<file path="config.mk">
export PLATFORM = sky130hd
export DESIGN_NAME = stream_rr_arbiter
export DESIGN_NICKNAME = d
export VERILOG_FILES = /design/src/rtl/stream_arb_pkg.sv /design/src/rtl/skid_buffer.sv /design/src/rtl/stream_rr_arbiter.sv
export SDC_FILE = /design/constraint.sdc
export NUM_CORES = 1
export LEC_CHECK = 0
export BUFFER_PORTS_ARGS = -buffer_cell sky130_fd_sc_hd__buf_2
export CORE_ASPECT_RATIO = 2
export CORE_UTILIZATION = 29
export CTS_BUF_LIST = sky130_fd_sc_hd__clkbuf_8
export CTS_CLUSTER_SIZE = 25
export DETAILED_ROUTE_END_ITERATION = 10
export SETUP_SLACK_MARGIN = 0.2
export SLEW_MARGIN = 30
export SYNTH_ARGS = -nofsm -noshare
export SYNTH_HDL_FRONTEND = slang
export SYNTH_SLANG_ARGS = --single-unit
</file>
<file path="constraint.sdc">
create_clock -name clk -period 2.64 [get_ports clk]
set_input_delay 0.528 -clock clk [delete_from_list [all_inputs] [get_ports clk]]
set_output_delay 0.528 -clock clk [all_outputs]
set_load 0.005 [all_outputs]
</file>
<file path="src/rtl/stream_arb_pkg.sv">
// Shared types and default constants for the stream round-robin arbiter.
//   arb_state_e : arbiter FSM state (idle / burst locked)
//   beat_t      : one output beat {data, last, id} laid out for the default configuration
package stream_arb_pkg;

    localparam int unsigned DEFAULT_NUM_REQ   = 4;
    localparam int unsigned DEFAULT_DATA_W    = 32;
    localparam int unsigned DEFAULT_MAX_BURST = 16;
    localparam int unsigned DEFAULT_ID_W      = $clog2(DEFAULT_NUM_REQ);

    typedef enum logic [0:0] {
        StIdle   = 1'b0,
        StLocked = 1'b1
    } arb_state_e;

    typedef struct packed {
        logic [DEFAULT_DATA_W-1:0] data;
        logic                      last;
        logic [DEFAULT_ID_W-1:0]   id;
    } beat_t;

endpackage

</file>
<file path="src/rtl/skid_buffer.sv">
// Two-entry valid/ready skid buffer. Entry 0 drives the output; entry 1 catches the one beat
// that arrives in the cycle the downstream stalls. ready_out is taken straight from a flop so
// upstream never sees a combinational path from ready_in.
//   clk, rstn            : clock, asynchronous active-low reset
//   valid_in, data_in    : upstream beat
//   ready_out            : upstream ready (high while the skid entry is empty)
//   valid_out, data_out  : downstream beat, held stable while stalled
//   ready_in             : downstream ready
module skid_buffer #(
    parameter int unsigned WIDTH = 8
) (
    input  logic             clk,
    input  logic             rstn,
    input  logic             valid_in,
    input  logic [WIDTH-1:0] data_in,
    output logic             ready_out,
    output logic             valid_out,
    output logic [WIDTH-1:0] data_out,
    input  logic             ready_in
);

    logic             out_valid_q, out_valid_d;
    logic [WIDTH-1:0] out_data_q, out_data_d;
    logic             skid_valid_q, skid_valid_d;
    logic [WIDTH-1:0] skid_data_q, skid_data_d;
    logic             in_fire;

    assign ready_out = ~skid_valid_q;
    assign in_fire   = valid_in & ready_out;
    assign valid_out = out_valid_q;
    assign data_out  = out_data_q;

    always_comb begin
        out_valid_d  = out_valid_q;
        out_data_d   = out_data_q;
        skid_valid_d = skid_valid_q;
        skid_data_d  = skid_data_q;
        if (!out_valid_q || ready_in) begin
            // Output entry frees up this cycle: the skid drains before any new beat.
            if (skid_valid_q) begin
                out_valid_d  = 1'b1;
                out_data_d   = skid_data_q;
                skid_valid_d = 1'b0;
            end else begin
                out_valid_d = in_fire;
                if (in_fire) begin
                    out_data_d = data_in;
                end
            end
        end else if (in_fire) begin
            skid_valid_d = 1'b1;
            skid_data_d  = data_in;
        end
    end

    always_ff @(posedge clk or negedge rstn) begin
        if (!rstn) begin
            out_valid_q  <= 1'b0;
            out_data_q   <= '0;
            skid_valid_q <= 1'b0;
            skid_data_q  <= '0;
        end else begin
            out_valid_q  <= out_valid_d;
            out_data_q   <= out_data_d;
            skid_valid_q <= skid_valid_d;
            skid_data_q  <= skid_data_d;
        end
    end

endmodule

</file>
<file path="src/rtl/stream_rr_arbiter.sv">
// Round-robin arbiter sharing one valid/ready output stream between NUM_REQ requesters.
// A grant covers a whole burst: it is held until the requester's last beat or MAX_BURST beats.
// The output goes through a skid_buffer so every in_ready bit is a pure flop-derived signal.
//   clk, rstn              : clock, asynchronous active-low reset
//   in_valid/in_data/in_last/in_ready : NUM_REQ requester streams (data packed DATA_W each)
//   out_valid/out_data/out_last/out_id/out_ready : shared output stream with source index
//   busy                   : high while a burst is locked
module stream_rr_arbiter
    import stream_arb_pkg::*;
#(
    parameter int unsigned NUM_REQ   = DEFAULT_NUM_REQ,
    parameter int unsigned DATA_W    = DEFAULT_DATA_W,
    parameter int unsigned MAX_BURST = DEFAULT_MAX_BURST,
    parameter int unsigned ID_W      = $clog2(NUM_REQ)
) (
    input  logic                      clk,
    input  logic                      rstn,
    input  logic [NUM_REQ-1:0]        in_valid,
    input  logic [NUM_REQ*DATA_W-1:0] in_data,
    input  logic [NUM_REQ-1:0]        in_last,
    output logic [NUM_REQ-1:0]        in_ready,
    output logic                      out_valid,
    output logic [DATA_W-1:0]         out_data,
    output logic                      out_last,
    output logic [ID_W-1:0]           out_id,
    input  logic                      out_ready,
    output logic                      busy
);

    localparam int unsigned      CNT_W    = (MAX_BURST > 1) ? $clog2(MAX_BURST) : 1;
    localparam int unsigned      BEAT_W   = DATA_W + 1 + ID_W;
    localparam logic [CNT_W-1:0] LAST_CNT = CNT_W'(MAX_BURST - 1);

    arb_state_e       state_q, state_d;
    logic [ID_W-1:0]  grant_q, grant_d;
    logic [ID_W-1:0]  rr_ptr_q, rr_ptr_d;
    logic [CNT_W-1:0] beat_cnt_q, beat_cnt_d;

    logic              skid_ready;
    logic              skid_valid;
    logic [BEAT_W-1:0] skid_out;
    logic              sel_valid;
    logic              sel_last;
    logic [DATA_W-1:0] sel_data;
    logic              locked;
    logic              accept;
    logic              terminal;
    logic [ID_W-1:0]   next_ptr;

    // First set bit at or above ptr, wrapping modulo NUM_REQ.
    function automatic logic [ID_W-1:0] rr_pick(input logic [NUM_REQ-1:0] req,
                                                input logic [ID_W-1:0]    ptr);
        logic [ID_W-1:0] pick;
        logic [ID_W-1:0] cand;
        logic            found;
        pick  = ptr;
        found = 1'b0;
        for (int unsigned k = 0; k < NUM_REQ; k++) begin
            cand = ID_W'((32'(ptr) + k) % NUM_REQ);
            if (!found && req[cand]) begin
                pick  = cand;
                found = 1'b1;
            end
        end
        return pick;
    endfunction

    assign locked   = (state_q == StLocked);
    assign busy     = locked;
    assign accept   = locked & sel_valid & skid_ready;
    assign terminal = sel_last | (beat_cnt_q == LAST_CNT);
    assign next_ptr = (grant_q == ID_W'(NUM_REQ - 1)) ? '0 : grant_q + 1'b1;

    always_comb begin
        sel_valid = 1'b0;
        sel_last  = 1'b0;
        sel_data  = '0;
        in_ready  = '0;
        for (int unsigned i = 0; i < NUM_REQ; i++) begin
            if (grant_q == ID_W'(i)) begin
                sel_valid   = in_valid[i];
                sel_last    = in_last[i];
                sel_data    = in_data[i*DATA_W +: DATA_W];
                in_ready[i] = locked & skid_ready;
            end
        end
    end

    always_comb begin
        state_d    = state_q;
        grant_d    = grant_q;
        rr_ptr_d   = rr_ptr_q;
        beat_cnt_d = beat_cnt_q;
        unique case (state_q)
            StIdle: begin
                // in_ready stays low here: one bubble per burst buys a registered grant.
                if (|in_valid) begin
                    grant_d    = rr_pick(in_valid, rr_ptr_q);
                    state_d    = StLocked;
                    beat_cnt_d = '0;
                end
            end
            StLocked: begin
                if (accept) begin
                    if (terminal) begin
                        state_d    = StIdle;
                        rr_ptr_d   = next_ptr;
                        beat_cnt_d = '0;
                    end else begin
                        beat_cnt_d = beat_cnt_q + 1'b1;
                    end
                end
            end
            default: state_d = StIdle;
        endcase
    end

    always_ff @(posedge clk or negedge rstn) begin
        if (!rstn) begin
            state_q    <= StIdle;
            grant_q    <= '0;
            rr_ptr_q   <= '0;
            beat_cnt_q <= '0;
        end else begin
            state_q    <= state_d;
            grant_q    <= grant_d;
            rr_ptr_q   <= rr_ptr_d;
            beat_cnt_q <= beat_cnt_d;
        end
    end

    // Forced-release beats carry last=1 so downstream sees a closed burst.
    skid_buffer #(
        .WIDTH(BEAT_W)
    ) u_skid (
        .clk      (clk),
        .rstn     (rstn),
        .valid_in (locked & sel_valid),
        .data_in  ({grant_q, terminal, sel_data}),
        .ready_out(skid_ready),
        .valid_out(skid_valid),
        .data_out (skid_out),
        .ready_in (out_ready)
    );

    assign out_valid = skid_valid;
    assign out_data  = skid_out[DATA_W-1:0];
    assign out_last  = skid_out[DATA_W];
    assign out_id    = skid_out[DATA_W+1 +: ID_W];

endmodule

</file>
==> results of run 1 <==
## timing repair
action                     4_1_cts  5_1_grt
pin swaps                        1        0
gates resized for setup          3        3
hold endpoints to repair         0        0
setup buffers                    2        1
setup endpoints to repair       18       18
## cell usage after synthesis (2+ instances only)
cell type | number | share of area [%]
buf_2 | 8 | 0.89
o21ai_0 | 77 | 8.5
inv_1 | 5 | 0.42
clkbuf_1 | 23 | 1.9
o221ai_1 | 33 | 6.4
dfrtp_1 | 81 | 45
nor2b_1 | 5 | 0.69
mux2_4 | 30 | 10
nor2_1 | 6 | 0.50
buf_6 | 3 | 0.75
nand2_1 | 77 | 6.4
and2_1 | 4 | 0.55
a21oi_1 | 4 | 0.44
a21oi_4 | 2 | 0.72
mux2_2 | 5 | 1.2
a221o_1 | 32 | 7.1
nand3_1 | 11 | 1.2
buf_8 | 3 | 1.0
nand2b_1 | 3 | 0.42
ha_1 | 5 | 1.4
nor3_1 | 3 | 0.33
## how the worst min path moves through the flow
stage | slack, ns | to | startpoint | cells after the start
detailed placement | 0.47 | u_skid.skid_data_q[1] | u_skid.skid_data_q[1] | 2
floorplan | 0.23 | beat_cnt_q[0] | rstn | 0
finish | 0.13 | u_skid.data_out[8] | rstn | 1
CTS | 0.13 | u_skid.skid_data_q[16] | rstn | 1
global route | 0.14 | u_skid.skid_data_q[8] | rstn | 1
global placement | 0.46 | u_skid.skid_data_q[1] | u_skid.skid_data_q[1] | 2
## power by group
group | total, W | switching [W] | leakage, nW | internal [W]
Combinational | 0.00489 | 0.00250 | 1.67 | 0.00239
Clock | 0.00113 | 0.000455 | 0.131 | 0.000679
Sequential | 0.00227 | 0.000416 | 1.00 | 0.00186
Total | 0.00830 | 0.00337 | 2.81 | 0.00493
## worst max-delay path, stage by stage (launching register included)
cell      delay, ns
dfrtp_2        0.42
inv_1          0.10
ha_2           0.24
buf_4          0.15
or2_1          0.24
buf_4          0.22
a221o_1        0.28
o221ai_1       0.11
o21ai_0        0.14
mux2_4         0.28
## metal layers
metal | global-route usage (%) | vias up | wire length, um
li1 | - | 1979 | -
met1 | 21.1 | 2013 | 5640
met2 | 32.6 | 152 | 7890
met3 | 2.43 | 22 | 704
met4 | 8.33 | 0 | 446
met5 | 0 | - | 0
## through the flow
| step | cell area (um^2) | hold slack, ns | total power, W |
|---|---|---|---|
| detailed placement | 5630 | 0.470 | 0.00716 |
| CTS | 5910 | 0.128 | 0.00838 |
| floorplan | 4510 | 0.232 | 0.00565 |
| global placement | 5630 | 0.463 | 0.00696 |
| finish | 5930 | 0.125 | 0.00830 |
| global route | 5930 | 0.142 | 0.00892 |
## flip-flops by register name, summed over array words and instances, names as in the netlist
register	flops
u_skid.data_out	35
rr_ptr_q	2
grant_q	2
u_skid.skid_data_q	35
u_skid.skid_valid_q	1
u_skid.valid_out	1
busy	1
beat_cnt_q	4
## cell usage in the layout, fill, tap and decap left out, types with 5 or more instances in the layout
| cell type | n |
|---|---|
| a221o_1 | 32 |
| buf_2 | 178 |
| buf_4 | 18 |
| clkbuf_8 | 11 |
| dfrtp_1 | 79 |
| inv_1 | 6 |
| mux2_2 | 5 |
| mux2_4 | 30 |
| nand2_1 | 77 |
| nand3_1 | 10 |
| nor2_1 | 6 |
| o21ai_0 | 77 |
| o221ai_1 | 33 |
## logic make-up (layout without fill, tap and decap cells)
kind of cell / after synthesis / count (layout) / share of synthesized area (%)
muxes: 36 / 36 / 11.5
and+or+nand+nor: 118 / 118 / 12.2
DFF: 81 / 81 / 44.9
buffers and inverters: 44 / 221 / 5.21
AOI/OAI and AO/OA: 155 / 155 / 24.8
adders and majority gates: 5 / 5 / 1.39
## cell type report
class                           count  area [um^2]  share of cell area (%)
Tap cell                          198          248                    4.18
Clock buffer                       11          151                    2.55
Clock inverter                      5          103                    1.73
Multi-Input combinational cell    314         2280                    38.5
Sequential cell                    81         2030                    34.2
Inverter                            6         26.3                   0.443
Timing Repair Buffer              199         1090                    18.3
==> impl_table.tex, run 1 <==
\begin{tabular}{lr}
\hline
Metric & Value \\
\hline
\multicolumn{2}{l}{\textbf{Power and ir drop}} \\
\quad Pwr/cell area & $\sim$1400 nW/um\^{}2 \\
\quad Lkg Pwr & 2.81 nW \\
\quad Peak supply drop & 0.567 mV \\
\multicolumn{2}{l}{\textbf{Logic synthesis}} \\
\quad Total of flip-flops plus latches after synthesis & 81 \\
\quad Gate count of the mapped netlist & 439 \\
\quad Synth async-reset ratio & 100\% \\
\quad Share of synthesized area occupied by flip-flops and latches & 44.9\% \\
\quad Count of flip-flops with a built-in enable after synthesis & 0 \\
\quad Synthesized cell area & 4510 um\^{}2 \\
\quad Syn nets & between 500 and 600 \\
\quad Synth Warn \# & 0 \\
\quad Top FF cell, synth & dfrtp\_1 \\
\quad Count of unique library cells instantiated by Yosys & 40 \\
\quad Post-Syn Area per Cell & roughly 10 um\^{}2 \\
\multicolumn{2}{l}{\textbf{Hold path}} \\
\quad Worst min-delay path category & primary input to asynchronous set/reset pin \\
\multicolumn{2}{l}{\textbf{CTS}} \\
\quad TritonCTS clock tree & built \\
\quad CTS clk-pin slew, worst paths & 0.09 ns \\
\quad Max Buffers Root-to-Sink & 2 \\
\quad Clock buffer count from CTS & 9 \\
\quad Clock latency on the worst-skew pair & about 0.35 ns \\
\quad H-tree depth & 3 \\
\quad CTS hold repair buffers & 0 \\
\quad Count of clock tree sinks & 81 \\
\quad Clock Root Buffer & clkbuf\_8 \\
\multicolumn{2}{l}{\textbf{Setup path}} \\
\quad Worst reg2reg endpoint & u\_skid.data\_out[30] \\
\quad Startpoint of the lowest-slack register-to-register path & grant\_q[0] \\
\quad Setup slack on the worst flop-to-flop path & between 0.3 and 0.4 ns \\
\quad Cells on worst reg2reg path & 9 \\
\quad Worst setup path startpoint & grant\_q[0] \\
\quad Launching element type of the critical path & flop \\
\quad Highest fanout seen on the critical path & 19 \\
\quad Arrival time of the worst setup path & about 2.6 ns \\
\quad Class of the most critical setup path & flop to flop \\
\quad Capturing instance or port of the critical path & u\_skid.data\_out[30] \\
\quad Worst EP required & 2.87 ns \\
\quad Nature of the critical path endpoint & flop \\
\multicolumn{2}{l}{\textbf{Detailed routing}} \\
\quad Detailed-route wire length per cell & 18.0 um \\
\quad Routed via count divided by cell count & 5.12 \\
\quad Number of search-and-repair iterations in the first detailed-routing pass & 4 \\
\quad Number of vias in the routed layout & 4,166 \\
\quad ANT nets after route & 0 \\
\quad Iteration-0 DRC count of the detailed router & 221 \\
\quad Drt total wl & around 15 mm \\
\quad DRC violation count after routing & 0 \\
\multicolumn{2}{l}{\textbf{Die}} \\
\quad Die area & 16,100 um\^{}2 \\
\quad Number of top-level pins & 180 \\
\quad Chip height & 178 um \\
\quad Core area & 15,200 um\^{}2 \\
\quad Initial Util & between 20\% and 30\% \\
\quad Site row count & 64 \\
\quad DIE WIDTH & 90.2 um \\
\multicolumn{2}{l}{\textbf{Run}} \\
\quad Number of violations of the max-capacitance limit & 0 \\
\multicolumn{2}{l}{\textbf{GRT}} \\
\quad Maximum number of pins on one net before global-route repair & a little under 50 \\
\quad Initial antenna violation count & 0 \\
\quad Overall track demand over capacity in global routing & 18.1\% \\
\quad Number of global-route vias before repair & 4,171 \\
\quad First-pass GRT wire length & 22.2 mm \\
\quad Total overflow reported by the global router & 0 \\
\multicolumn{2}{l}{\textbf{Timing}} \\
\quad TNS Setup & 0 ns \\
\quad Time the final worst path needs with I/O delays and setup & 2.32 ns \\
\quad Final Skew & 0.00920 ns \\
\quad Tightest slew margin relative to the limit & 68.6\% \\
\quad Final setup slack of the worst path & 0.322 ns \\
\quad Final-report max-slew violation count & 0 \\
\quad Setup repair after global routing missed its margin & no \\
\quad Transition time at the pin with the least slew margin & 0.470 ns \\
\quad Number of hold violations in the final report & 0 \\
\quad Maximum operating frequency & $\sim$430 MHz \\
\quad Final setup violating endpoints & 0 \\
\quad Final critical-path share of the clock period & 87.8\% \\
\multicolumn{2}{l}{\textbf{Layout}} \\
\quad Layout fillers & 1,538 \\
\quad Synthesis-to-finish area growth & 31.3\% \\
\quad Number of nets at the end of the flow & about 760 \\
\quad Count of antenna diodes in the layout & 0 \\
\quad Non-Filler Instances & 814 \\
\quad Ratio of cells with drive above 1 in the final layout & 43.2\% \\
\quad End-of-flow core utilization & 39.0\% \\
\multicolumn{2}{l}{\textbf{Placed design}} \\
\quad Cell total after placement & 795 \\
\quad Port Buffers & roughly 180 \\
\quad Final GP Congestion & 0.838 \\
\quad Post-DP HPWL & 11.0 mm \\
\quad Post-placement worst setup slack & 0.183 ns \\
\multicolumn{2}{l}{\textbf{Run status}} \\
\quad Outcome & completed \\
\hline
\end{tabular}
No activity file was read; power rests on OpenSTA's default activity.
==> inputs of run 2 (changes only) <==
--- a/config.mk
+++ b/config.mk
@@ -9,8 +9,10 @@
 export CORE_ASPECT_RATIO = 2
 export CORE_UTILIZATION = 29
 export CTS_BUF_LIST = sky130_fd_sc_hd__clkbuf_8
-export CTS_CLUSTER_SIZE = 25
+export CTS_CLUSTER_SIZE = 24
 export DETAILED_ROUTE_END_ITERATION = 10
+export HOLD_SLACK_MARGIN = 0.06
+export RECOVER_POWER = 25
 export SETUP_SLACK_MARGIN = 0.2
 export SLEW_MARGIN = 30
 export SYNTH_ARGS = -nofsm -noshare
==> impl_table.tex, run 2 (synthesis gave the netlist of run 1 again) <==
\begin{tabular}{lr}
\hline
Metric & Value \\
\hline
\multicolumn{2}{l}{\textbf{Die}} \\
\quad Number of top-level pins & 180 (unchanged) \\
\quad Site row count & 64 (unchanged) \\
\quad Chip height & 178 um (unchanged) \\
\quad Die area & 16,100 um\^{}2 (unchanged) \\
\quad DIE WIDTH & 90.2 um (unchanged) \\
\quad Core area & 15,200 um\^{}2 (unchanged) \\
\quad Initial Util & 29.7\% (unchanged) \\
\multicolumn{2}{l}{\textbf{Timing}} \\
\quad Final Skew & 0.00920 ns (unchanged) \\
\quad Hold Worst Slack & 0.480 ns (+0.355 ns) \\
\quad Number of hold violations in the final report & 0 (unchanged) \\
\quad Setup repair after global routing missed its margin & no \\
\quad Final-report max-slew violation count & 34 (+34) \\
\quad TNS Setup & 0 ns (unchanged) \\
\quad Transition time at the pin with the least slew margin & 1.96 ns (+1.49 ns) \\
\quad Time the final worst path needs with I/O delays and setup & 2.32 ns (unchanged) \\
\quad Maximum operating frequency & 431 MHz (unchanged) \\
\quad Final setup violating endpoints & 0 (unchanged) \\
\quad Final critical-path share of the clock period & 87.8\% (unchanged) \\
\quad Tightest slew margin relative to the limit & -31.0\% (-100 points) \\
\multicolumn{2}{l}{\textbf{Hold path}} \\
\quad Worst min-delay path category & flop to flop \\
\multicolumn{2}{l}{\textbf{Run status}} \\
\quad Outcome & complete, but fails checks \\
\quad Violated checks & capacitance limit, slew limit \\
\multicolumn{2}{l}{\textbf{Setup path}} \\
\quad Arrival time of the worst setup path & 2.55 ns (about the same) \\
\quad Cells on worst reg2reg path & 9 (unchanged) \\
\quad Setup slack on the worst flop-to-flop path & 0.32 ns (about the same) \\
\quad Capturing instance or port of the critical path & u\_skid.data\_out[30] \\
\quad Worst reg2reg endpoint & u\_skid.data\_out[30] \\
\quad Nature of the critical path endpoint & flop \\
\quad Worst setup path startpoint & grant\_q[0] \\
\quad Startpoint of the lowest-slack register-to-register path & grant\_q[0] \\
\quad Worst EP required & 2.87 ns (about the same) \\
\quad Highest fanout seen on the critical path & 19 (unchanged) \\
\quad Launching element type of the critical path & flop \\
\quad Class of the most critical setup path & flop to flop \\
\multicolumn{2}{l}{\textbf{GRT}} \\
\quad Global route hottest layer & met2 \\
\quad Number of global-route vias before repair & 4,171 (unchanged) \\
\quad First-pass GRT wire length & 22.2 mm (unchanged) \\
\quad Met1 global-route usage & 21.1\% (unchanged) \\
\quad Total overflow reported by the global router & 0 (unchanged) \\
\quad Routing usage on met2 & 32.6\% (unchanged) \\
\quad Initial antenna violation count & 0 (unchanged) \\
\quad Maximum number of pins on one net before global-route repair & 49 (unchanged) \\
\quad Overall track demand over capacity in global routing & 18.1\% (unchanged) \\
\quad Global routing met3 resource utilization & 2.43\% (unchanged) \\
\multicolumn{2}{l}{\textbf{Detailed routing}} \\
\quad Number of search-and-repair iterations in the first detailed-routing pass & 4 (unchanged) \\
\quad Drt total wl & 14.7 mm (about the same) \\
\quad Number of vias in the routed layout & 4,166 (unchanged) \\
\quad DRC violation count after routing & 0 (unchanged) \\
\quad Routed via count divided by cell count & 5.12 (unchanged) \\
\quad Iteration-0 DRC count of the detailed router & 221 (unchanged) \\
\quad ANT nets after route & 0 (unchanged) \\
\quad Detailed-route wire length per cell & 18.0 um (about the same) \\
\multicolumn{2}{l}{\textbf{CTS}} \\
\quad Max Buffers Root-to-Sink & 2 (unchanged) \\
\quad TritonCTS clock tree & built \\
\quad Count of clock tree sinks & 81 (unchanged) \\
\quad H-tree depth & 3 (unchanged) \\
\quad CTS clk-pin slew, worst paths & 0.08 ns (about the same) \\
\quad CTS hold repair buffers & 0 (unchanged) \\
\quad Clock Root Buffer & clkbuf\_8 \\
\quad Clock buffer count from CTS & 9 (unchanged) \\
\quad Clock latency on the worst-skew pair & 0.35 ns (about the same) \\
\multicolumn{2}{l}{\textbf{Placed design}} \\
\quad Post-DP HPWL & 11.0 mm (unchanged) \\
\quad Cell total after placement & 795 (unchanged) \\
\quad Final GP Congestion & 0.838 (unchanged) \\
\quad Port Buffers & 179 (unchanged) \\
\multicolumn{2}{l}{\textbf{Power and ir drop}} \\
\quad Lkg Pwr & 2.80 nW (-0.13\%) \\
\quad Pwr/cell area & 1400 nW/um\^{}2 (about the same) \\
\quad Peak supply drop & 0.567 mV (about the same) \\
\multicolumn{2}{l}{\textbf{Layout}} \\
\quad Ratio of cells with drive above 1 in the final layout & 43.0\% (-0.16 points) \\
\quad Most common cell after layout, fill and taps aside & buf\_2 \\
\quad Synthesis-to-finish area growth & 31.2\% (about the same) \\
\quad Count of antenna diodes in the layout & 0 (unchanged) \\
\quad Most frequent cells in the layout & buf\_2, dfrtp\_1, nand2\_1, o21ai\_0, o221ai\_1 \\
\quad Non-Filler Instances & 814 (unchanged) \\
\quad Number of nets at the end of the flow & 755 (unchanged) \\
\multicolumn{2}{l}{\textbf{Run}} \\
\quad Number of violations of the max-capacitance limit & 1 (+1) \\
\hline
\end{tabular}
run 2: cell types whose count changed in the layout (fill, tap and decap cells not counted), sizes merged:
| cell | delta |
|---|---|
| buf | -1 |
| clkbuf | +1 |
run 2: routing by layer:
| layer | vias to the layer above | part of all wire (%) |
|---|---|---|
| met3 | 22 | 4.8 |
| met5 | - | 0 |
| met1 | 2013 | 38 |
| li1 | 1979 | - |
| met2 | 152 | 54 |
| met4 | 0 | 3.0 |
run 2: report_power, final:
group | leakage (nW) | total (W) | internal, W | switching [W]
clock network | 0.131 | 0.00113 | 0.000679 | 0.000455
logic | 1.67 | 0.00489 | 0.00239 | 0.00250
registers | 1.00 | 0.00227 | 0.00186 | 0.000416
run 2: worst min path at each step:
stage                                      from                      to  slack, ns  depth (start not counted)
after floorplan                            rstn           beat_cnt_q[0]       0.23                          0
after global placement    u_skid.skid_data_q[1]   u_skid.skid_data_q[1]       0.46                          2
after detailed placement  u_skid.skid_data_q[1]   u_skid.skid_data_q[1]       0.47                          2
final                     u_skid.skid_data_q[2]   u_skid.skid_data_q[2]       0.48                          2
after global routing      u_skid.skid_data_q[3]   u_skid.skid_data_q[3]       0.50                          2
after CTS                                  rstn  u_skid.skid_data_q[16]       0.13                          1
run 2: critical path: stages (launching register included):
cell	delay, ns
dfrtp_2	0.42
inv_1	0.10
ha_2	0.24
buf_4	0.15
or2_1	0.24
buf_4	0.22
a221o_1	0.28
o221ai_1	0.11
o21ai_0	0.14
mux2_4	0.28
run 2: layout make-up:
cell class                      instances  area, um^2
Fill cell                            1538        9290
Multi-Input combinational cell        314        2280
Sequential cell                        81        2030
Timing Repair Buffer                  199        1080
Tap cell                              198         248
Clock buffer                           11         151
Clock inverter                          5         103
Inverter                                6        26.3
run 2: through the flow:
stage	utilization (%)	setup WS [ns]	total power [W]	cell area [um^2]
after floorplan	-	0.544	0.00565	4510
after global placement	37.0	0.251	0.00696	5630
after detailed placement	37.0	0.183	0.00716	5630
after CTS	38.8	0.249	0.00838	5910
after global routing	38.9	0.207	0.00892	5920
final	38.9	0.322	0.00830	5920
run 2: timing repair:
item                       4_1_cts  5_1_grt
gates resized for setup          3        3
setup endpoints to repair       18       18
pin swaps                        1        0
setup buffers                    2        1
==> inputs of run 3 (changes only) <==
--- a/config.mk
+++ b/config.mk
@@ -5,6 +5,7 @@
 export SDC_FILE = /design/constraint.sdc
 export NUM_CORES = 1
 export LEC_CHECK = 0
+export ABC_AREA = 1
 export BUFFER_PORTS_ARGS = -buffer_cell sky130_fd_sc_hd__buf_2
 export CORE_ASPECT_RATIO = 2
 export CORE_UTILIZATION = 29
@@ -13,7 +14,7 @@
 export DETAILED_ROUTE_END_ITERATION = 10
 export HOLD_SLACK_MARGIN = 0.06
 export RECOVER_POWER = 25
-export SETUP_SLACK_MARGIN = 0.2
+export SETUP_SLACK_MARGIN = 0.02
 export SLEW_MARGIN = 30
 export SYNTH_ARGS = -nofsm -noshare
 export SYNTH_HDL_FRONTEND = slang
==> impl_table.tex, run 3 <==
\begin{tabular}{lr}
\hline
Metric & Value \\
\hline
\multicolumn{2}{l}{\textbf{Power and ir drop}} \\
\quad Fraction of power spent switching nets & 49.0\% (+8.4 points) \\
\quad Switching power & 0.00371 W (+10\%) \\
\quad Internal power & 0.00386 W (-22\%) \\
\quad Flop pwr share & 27.5\% (about the same) \\
\quad Proportion of power drawn by combinational gates & 59.3\% (+0.3 points) \\
\quad Clock group share of total power & 13.2\% (-0.5 points) \\
\quad Peak supply drop & 0.588 mV (+3.7\%) \\
\quad Pwr/cell area & 1200 nW/um\^{}2 (-14\%) \\
\quad Lkg Pwr & 3.66 nW (+31\%) \\
\multicolumn{2}{l}{\textbf{Logic synthesis}} \\
\quad Cell type with the largest total area after synthesis & dfrtp\_1 \\
\quad Dominant cells by area after synthesis & dfrtp\_1, nand2\_1, o31ai\_1 \\
\quad Portion of synthesized cell area occupied by the leading cell type & 40.5\% (-4.4 points) \\
\quad Post-Syn Area per Cell & 6.56 um\^{}2 (-36\%) \\
\quad Share of synthesized area occupied by flip-flops and latches & 40.5\% (-4.4 points) \\
\quad Synth async-reset ratio & 100\% (unchanged) \\
\quad Commonest cells in the netlist & nand2\_1, dfrtp\_1, nor2\_1 \\
\quad Syn nets & 908 (+56\%) \\
\quad Top FF cell, synth & dfrtp\_1 \\
\quad Total of flip-flops plus latches after synthesis & 81 (unchanged) \\
\quad Count of flip-flops with a built-in enable after synthesis & 0 (unchanged) \\
\quad Most repeated cell in the gate-level netlist after synthesis & nand2\_1 \\
\quad Gate count of the mapped netlist & 764 (+74\%) \\
\quad Synth Warn \# & 0 (unchanged) \\
\quad Synthesized cell area & 5010 um\^{}2 (+11\%) \\
\quad Count of unique library cells instantiated by Yosys & 27 (-33\%) \\
\multicolumn{2}{l}{\textbf{Layout}} \\
\quad Layout fillers & 1,893 (+23\%) \\
\quad Non-Filler Instances & 1,141 (+40\%) \\
\quad Number of nets at the end of the flow & 1,072 (+42\%) \\
\quad Multi-input gate area in the final layout & 2660 um\^{}2 (+16\%) \\
\quad Area of all sequential standard cells & 2030 um\^{}2 (-0.12\%) \\
\quad Synthesis-to-finish area growth & 25.8\% \\
\quad Most frequent cells in the layout & nand2\_1, buf\_2, dfrtp\_1 \\
\quad Most common cell after layout, fill and taps aside & nand2\_1 \\
\quad Ratio of cells with drive above 1 in the final layout & 23.9\% (-19 points) \\
\multicolumn{2}{l}{\textbf{Detailed routing}} \\
\quad Iteration-0 DRC count of the detailed router & 240 (+8.6\%) \\
\quad ANT nets after route & 0 (unchanged) \\
\quad Number of vias in the routed layout & 5,323 (+28\%) \\
\quad Detailed-route wire length per cell & 14.8 um (-18\%) \\
\quad Drt total wl & 16.8 mm (+15\%) \\
\quad Number of search-and-repair iterations in the first detailed-routing pass & 4 (unchanged) \\
\quad Routed via count divided by cell count & 4.67 (-8.8\%) \\
\quad DRC violation count after routing & 0 (unchanged) \\
\multicolumn{2}{l}{\textbf{CTS}} \\
\quad Post-cts gate resize count & 0 (-3) \\
\quad Clock buffer count from CTS & 9 (unchanged) \\
\quad CTS clk-pin slew, worst paths & 0.08 ns (about the same) \\
\quad Clock Root Buffer & clkbuf\_8 \\
\quad Clock latency on the worst-skew pair & 0.37 ns (+0.02 ns) \\
\quad H-tree depth & 3 (unchanged) \\
\quad Count of clock tree sinks & 81 (unchanged) \\
\quad Max Buffers Root-to-Sink & 2 (unchanged) \\
\quad CTS hold repair buffers & 0 (unchanged) \\
\quad TritonCTS clock tree & built \\
\quad Number of buffers inserted by post-CTS setup repair & 0 (-2) \\
\multicolumn{2}{l}{\textbf{Setup path}} \\
\quad Highest fanout seen on the critical path & 22 (+3) \\
\quad Nature of the critical path endpoint & flop \\
\quad Cells on worst reg2reg path & 11 (+2) \\
\quad Launching element type of the critical path & flop \\
\quad Class of the most critical setup path & flop to flop \\
\quad Worst EP required & 2.90 ns (+0.03 ns) \\
\quad Arrival time of the worst setup path & 2.68 ns (+0.13 ns) \\
\multicolumn{2}{l}{\textbf{Timing}} \\
\quad Tightest slew margin relative to the limit & -40.9\% (-10 points) \\
\quad Maximum operating frequency & 414 MHz (-4.1\%) \\
\quad Final setup slack of the worst path & 0.222 ns (-0.0997 ns) \\
\quad Final critical-path share of the clock period & 91.6\% (+3.8 points) \\
\quad Setup repair after global routing missed its margin & no \\
\quad Final Skew & 0.0150 ns (+0.00576 ns) \\
\quad Number of hold violations in the final report & 0 (unchanged) \\
\quad Final-report max-slew violation count & 35 (+2.9\%) \\
\quad Time the final worst path needs with I/O delays and setup & 2.42 ns (+0.0997 ns) \\
\quad TNS Setup & 0 ns (unchanged) \\
\quad Final setup violating endpoints & 0 (unchanged) \\
\quad Transition time at the pin with the least slew margin & 2.11 ns (+0.150 ns) \\
\quad Hold Worst Slack & 0.474 ns (-0.00629 ns) \\
\multicolumn{2}{l}{\textbf{Placed design}} \\
\quad Port Buffers & 179 (unchanged) \\
\quad Post-DP HPWL & 12.2 mm (+11\%) \\
\quad Cell total after placement & 1,124 (+41\%) \\
\quad Final GP Congestion & 0.824 (-1.6\%) \\
\quad Post-placement worst setup slack & 0.225 ns (+0.0418 ns) \\
\multicolumn{2}{l}{\textbf{Run status}} \\
\quad Outcome & complete, but fails checks \\
\quad Violated checks & capacitance limit, slew limit \\
\multicolumn{2}{l}{\textbf{GRT}} \\
\quad Initial antenna violation count & 1 (+1) \\
\quad First-pass GRT wire length & 26.4 mm (+19\%) \\
\quad Overall track demand over capacity in global routing & 19.7\% (+1.6 points) \\
\quad Number of global-route vias before repair & 5,408 (+30\%) \\
\quad Maximum number of pins on one net before global-route repair & 51 (+4.1\%) \\
\quad Total overflow reported by the global router & 0 (unchanged) \\
\multicolumn{2}{l}{\textbf{Die}} \\
\quad Chip height & 188 um (+5.3\%) \\
\quad Die area & 17,800 um\^{}2 (+11\%) \\
\quad DIE WIDTH & 94.9 um (+5.2\%) \\
\quad Number of top-level pins & 180 (unchanged) \\
\quad Site row count & 67 (+4.7\%) \\
\quad Core area & 16,800 um\^{}2 (+11\%) \\
\quad Initial Util & 29.7\% (+0.062 points) \\
\multicolumn{2}{l}{\textbf{Run}} \\
\quad Number of violations of the max-capacitance limit & 1 (unchanged) \\
\multicolumn{2}{l}{\textbf{Hold path}} \\
\quad Worst min-delay path category & flop to flop \\
\quad Instance count along the most critical hold path & 2 (unchanged) \\
\hline
\end{tabular}
## run 3: cell types whose count changed in the layout (fill, tap and decap cells not counted), sizes merged, moves of 4 or more
cell    previous run  this run
nor2               7        44
nand2             77       470
a221o             32         0
inv                6        21
nor2b              5         0
and2               4         0
nand3             11        19
buf              198       194
a21oi              6        37
o21ai             77         8
mux2              36         0
o31ai              1        32
o221ai            33         0
## run 3: cells by family (layout without fill, tap and decap cells)
kind of cell	count (synthesis)	after routing	synth area share, %
AND/OR/NAND/NOR	535	535	41.5
flip-flops	81	81	40.5
AO/OA/AOI/OAI	79	79	9.99
buffers and inverters	63	232	6.57
adder cells (fa/ha/maj)	5	5	1.25
XOR/XNOR	1	1	0.175
other	0	1	0
## run 3: final timing paths
check                                       start                endpoint  slack, ns
hold reg to reg            u_skid.skid_data_q[21]  u_skid.skid_data_q[21]       0.47
max in group asynchronous                    rstn     u_skid.data_out[14]       0.65
setup reg to reg                       grant_q[1]      u_skid.data_out[8]       0.22
setup / recovery                       grant_q[1]      u_skid.data_out[8]       0.22
hold / removal             u_skid.skid_data_q[21]  u_skid.skid_data_q[21]       0.47
min in group asynchronous                    rstn     u_skid.data_out[26]       0.76
## run 3: final cells by class
type | count | area share [%]
tap | 207 | 4.11
clock buffer | 9 | 1.97
antenna | 1 | 0.0397
multi-input combinational | 620 | 42.2
timing repair buffer | 195 | 16.9
sequential | 81 | 32.2
clock inverter | 7 | 1.37
inverter | 21 | 1.25
## run 3: critical path: stages, from the launching register on
cell,delay [ns]
dfrtp_1,0.45
inv_1,0.11
ha_2,0.25
nor2_8,0.30
a22oi_2,0.09
o21ai_2,0.21
nand2_2,0.15
nand2_2,0.13
nand2_2,0.24
buf_12,0.26
nand2_1,0.07
nand2_1,0.05
## run 3: per-layer routing
layer,vias up,wire [um],GRT usage (%)
li1,2712,-,-
met1,2423,6410,20.5
met2,168,9400,38.0
met3,20,696,2.84
met4,0,339,7.11
met5,-,0,0
## run 3: through the flow
| stage | cell area [um^2] | total power [W] | utilization, % |
|---|---|---|---|
| after floorplan | 5010 | 0.00520 | - |
| after global placement | 6090 | 0.00659 | 36.1 |
| after detailed placement | 6090 | 0.00665 | 36.1 |
| after CTS | 6300 | 0.00768 | 37.4 |
| after global routing | 6300 | 0.00838 | 37.4 |
| final | 6300 | 0.00758 | 37.4 |
## run 3: power groups by stage
stage                     sequential, W  clock, W  combinational [W]
after floorplan                 0.00205         0            0.00316
after global placement          0.00210         0            0.00449
after detailed placement        0.00210         0            0.00455
after CTS                       0.00209   0.00103            0.00457
after global routing            0.00214   0.00107            0.00517
final                           0.00208  0.000998            0.00449
